$ cat config.mk
export PLATFORM = sky130hd
export DESIGN_NAME = clk_div_prog
export DESIGN_NICKNAME = d
export VERILOG_FILES = /design/src/rtl/clk_div_prog.sv
export SDC_FILE = /design/constraint.sdc
export NUM_CORES = 1
export LEC_CHECK = 0
export BUFFER_PORTS_ARGS = -buffer_cell sky130_fd_sc_hd__buf_4
export CAP_MARGIN = 25
export CORE_MARGIN = 2
export CORE_UTILIZATION = 55
export CTS_CLUSTER_DIAMETER = 80
export DETAILED_ROUTE_END_ITERATION = 7
export PLACE_DENSITY = 0.72
export SKIP_CTS_REPAIR_TIMING = 1
export SYNTH_ARGS = -nofsm -noshare
export SYNTH_HDL_FRONTEND = slang
export SYNTH_SLANG_ARGS = --single-unit
export TNS_END_PERCENT = 100
$ cat constraint.sdc
create_clock -name clk -period 5.7 [get_ports clk]
set_input_delay 0.855 -clock clk [delete_from_list [all_inputs] [get_ports clk]]
set_output_delay 0.855 -clock clk [all_outputs]
set_load 0.05 [all_outputs]
$ cat src/rtl/clk_div_prog.sv
// rtl/clk_div_prog.sv - multi-channel run-time programmable clock divider; optional sync port under CLK_DIV_PROG_SYNC_EN
module clk_div_prog #(
    parameter int  CH          = 4,
    parameter int  W           = 16,
    parameter int  DEFAULT_DIV = 50,
    localparam int CW          = (CH > 1) ? $clog2(CH) : 1
) (
    input  logic          clk,
    input  logic          rst,
    input  logic [CH-1:0] en,
    input  logic          cfg_valid,
    output logic          cfg_ready,
    input  logic [CW-1:0] cfg_ch,
    input  logic [W-1:0]  cfg_div,
`ifdef CLK_DIV_PROG_SYNC_EN
    input  logic          sync,
`endif
    output logic [CH-1:0] clk_div,
    output logic [CH-1:0] tick
);

    logic [W-1:0]  div     [CH];
    logic [W-1:0]  cnt     [CH];
    logic [W-1:0]  cnt_nxt [CH];
    logic [CH-1:0] wrap;
    logic [CH-1:0] apply;

    logic          pend_valid;
    logic [CW-1:0] pend_ch;
    logic [W-1:0]  pend_div;

    logic          sync_i;
    logic          ch_ok;
    logic [W-1:0]  div_clamped;

`ifdef CLK_DIV_PROG_SYNC_EN
    assign sync_i = sync;
`else
    assign sync_i = 1'b0;
`endif

    // A single pending slot: the port is busy exactly while an update waits
    assign cfg_ready   = !pend_valid;
    assign ch_ok       = (32'(cfg_ch) < 32'(CH));
    // Divisors below 2 cannot form a waveform, so they are stored as 2
    assign div_clamped = (cfg_div < W'(2)) ? W'(2) : cfg_div;

    // Per-channel period boundary, next count and pending-update apply decision
    always_comb begin
        for (int i = 0; i < CH; i++) begin
            wrap[i]    = (cnt[i] == div[i] - W'(1));
            cnt_nxt[i] = wrap[i] ? '0 : cnt[i] + W'(1);
            // Enabled channels switch only at a period boundary (or on a realign),
            // so the old period always completes and no runt pulse appears
            apply[i]   = pend_valid && (pend_ch == CW'(i)) && (!en[i] || wrap[i] || sync_i);
        end
    end

    // Channel counters, divisors and registered waveform/tick outputs
    always_ff @(posedge clk) begin
        if (rst) begin
            for (int i = 0; i < CH; i++) begin
                cnt[i] <= '0;
                div[i] <= W'(DEFAULT_DIV);
            end
            clk_div <= '0;
            tick    <= '0;
        end else begin
            for (int i = 0; i < CH; i++) begin
                if (!en[i] || sync_i) begin
                    cnt[i]     <= '0;
                    clk_div[i] <= 1'b0;
                    tick[i]    <= 1'b0;
                end else begin
                    cnt[i]     <= cnt_nxt[i];
                    // Low for floor(div/2) counts, high for the rest of the period
                    clk_div[i] <= (cnt_nxt[i] >= (div[i] >> 1));
                    tick[i]    <= wrap[i];
                end
                if (apply[i]) begin
                    div[i] <= pend_div;
                end
            end
        end
    end

    // Pending slot: capture on handshake, drop out-of-range channels, clear on apply
    always_ff @(posedge clk) begin
        if (rst) begin
            pend_valid <= 1'b0;
            pend_ch    <= '0;
            pend_div   <= W'(2);
        end else if (cfg_valid && cfg_ready) begin
            if (ch_ok) begin
                pend_valid <= 1'b1;
                pend_ch    <= cfg_ch;
                pend_div   <= div_clamped;
            end
        end else if (|apply) begin
            pend_valid <= 1'b0;
        end
    end

endmodule

==> results.tsv <==
metric	value	unit
slowest_stage	or4b_1	
wl	23500	um
h-tree-depth	4	
irDropWorstVdd	0.000242	V
nets	1315	
fill_cells	1589	
layout_common_cells	143 x nor2_1, 128 x edfxtp_1, 91 x inv_1	
drive_gt1_share	7.94	%
drv_cap	0	
reg2reg_from	div[3][1]	
min_period	4740	ps
syn-cell-area	10600	um^2
cts_sinks	155	
io_pins	34	
ys_async_sr_fraction	0	%
p_sw	711	uW
avgSynthCellArea	9.20	um^2
total_leakage_power	4.59	nW
synth.yosys.seq_area_share	41.4	%
vias_per_cell	5.67	
cts_tree	built	
synth_top_cell_area_share	36.3	%
p_sw_share	25.5	%
relSlewSlack	53.1	%
drt-initial-drc-count	633	
required	6000	ps
hp-start	pend_div[13]	
finalMaxSlewViolations	0	
die_height	143	um
arrival	5040	ps
setup_ws	959	ps
vias	8330	
core.rowCount	50	
critPathMaxStageDelay	610	ps
final-setup-viol-count	0	
path_max_fanout	26	
grt_usage	24.0	%
hold_class	reg -> reg	
coreArea	18800	um^2
ys.flop_type	edfxtp_1	
ant_nets	0	
numCtsBuffers	17	
fin_util	62.7	%
crit_start	div[3][1]	
timing.hold.ws	455	ps
power.total	2.78	mW
clk_pin_slew_worst_paths	60	ps
synth_area_leader_cell	edfxtp_1	
status	complete, no violations	
synth_edf_count	128	
pre_cts_ws	977	ps
grt-ovfl-total	0	
cts_root_buffer	clkbuf_16	
grt_pass1_wl	38800	um
crit_chain	inv_1 -> ha_1 -> or4b_1 -> or4b_1 -> a21oi_1 -> a211oi_1 -> a2111oi_2 -> and4_1 -> buf_4 -> nor2_1 -> ha_1 -> a211oi_1 -> o21ai_0 -> a31o_2 -> a21oi_1 -> o21ai_0 -> a211oi_1 -> a21oi_1	
endpoint_kind	flip-flop	
worstSetupStartpointType	flip-flop	
post-route-drc-count	0	
pwr-share-seq	48.6	%
grt_antenna_before_repair	0	
routedWlPerCell	16.0	um
area_growth	11.2	%
post-dp-hpwl	17800	um
clk_path_buf_depth	2	
synth_warnings	0	
num_antenna_cells	0	
netlist_instances	1151	
insertion_delay	430	ps
ys_types	74	
numPortBuffers	33	
worstMarginPinSlew	697	ps
skew	10.5	ps
rsz0062_at_grt	no	
hold_viol_final	0	
grt_pass1_vias	8027	
initial_core_util	56.4	%
power.internal	2.07	mW
powerDensity	236	nW/um^2
firstDrtPassIters	5	
final_common_cell	nor2_1	
fin_crit_sh	83.2	%
die-area	20400	um^2
ys_seq_elements	155	
worstSetupPathType	reg -> reg	
gp_congestion	0.880	
max_freq	211	MHz
comb_power_share	12.1	%
netlist_top_cells_area	edfxtp_1 36%, ha_1 8.0%, xnor2_1 6.8%	
tns	0	ps
die_w	143	um
grt_max_degree	61	
power_frac_clock	39.3	%
-- final timing paths --
kind	endpoint	slack (ps)	cells past startpoint
min reg2reg	pend_div[13]	450	2
min	pend_div[13]	450	2
max reg2reg	clk_div[3]	960	18
max	clk_div[3]	960	18
-- area by class of cell --
cell class                      count  area (um^2)  share of cell area, %
Clock buffer                       25          497                   4.22
Multi-Input combinational cell    915         5880                   49.9
Sequential cell                   155         4380                   37.2
Tap cell                          234          293                   2.49
Inverter                           91          342                   2.90
Clock inverter                      7         65.1                  0.553
Timing Repair Buffer               42          313                   2.66
-- cells by family (layout without fill, tap and decap cells) --
logic type,after synthesis,after routing,share of synthesized area [%]
muxes,13,13,1.28
DFF,155,155,41.4
other,1,64,0.0354
xor gates and xnor gates,129,129,10.7
and+or+nand+nor,492,492,23.6
buffers and inverters,144,165,5.28
adders and majority gates,68,68,8.04
AOI/OAI and AO/OA,149,149,9.66
-- power groups by stage --
stage,Combinational (mW),Clock (mW),Sequential [mW]
2_1_floorplan,0.256,0,1.35
3_3_place_gp,0.326,0,1.37
3_5_place_dp,0.333,0,1.38
4_1_cts,0.336,1.10,1.35
5_1_grt,0.381,1.15,1.36
6_report,0.337,1.09,1.35
-- cells in the mapped netlist (all sizes together), types with 8 or more instances --
| cell type | count |
|---|---|
| nand2 | 76 |
| nand3 | 29 |
| xnor2 | 82 |
| clkbuf | 46 |
| or3 | 10 |
| xor2 | 47 |
| o21ai | 22 |
| edfxtp | 128 |
| a31oi | 9 |
| and3 | 23 |
| a211oi | 8 |
| nor2b | 12 |
| nor4 | 29 |
| ha | 68 |
| a21o | 15 |
| nor2 | 153 |
| mux2i | 9 |
| inv | 91 |
| a21oi | 37 |
| dfxtp | 27 |
| nand2b | 17 |
| nand4 | 23 |
| nor3 | 62 |
| or2 | 15 |
-- through the flow --
stage,std cells,area (um^2)
2_1_floorplan,1214,10800
3_3_place_gp,1436,11200
3_5_place_dp,1436,11200
4_1_cts,1468,11800
5_1_grt,1469,11800
6_report,1469,11800
-- layer usage --
metal	up-vias	global-route usage, %	share of wire (%)
met1	3970	31.5	45
met2	161	41.0	49
li1	4159	-	-
met4	0	7.50	2.0
met5	-	0	0
met3	40	3.42	3.5
-- flip-flops by register name, indices dropped and copies added, names as in the netlist --
name	cells
cnt	64
div	64
pend_div	16
clk_div	4
tick	4
pend_ch	2
pend_valid	1
-- critical path: cells and delay by family (launching register included) --
kind                     cells  cell delay, ps
buffers and inverters        2             350
adder cells (fa/ha/maj)      2             560
flip-flops                   1             430
AND/OR/NAND/NOR              4            1520
AO/OA/AOI/OAI               10            1750
Power figures use the tool's default switching activity.
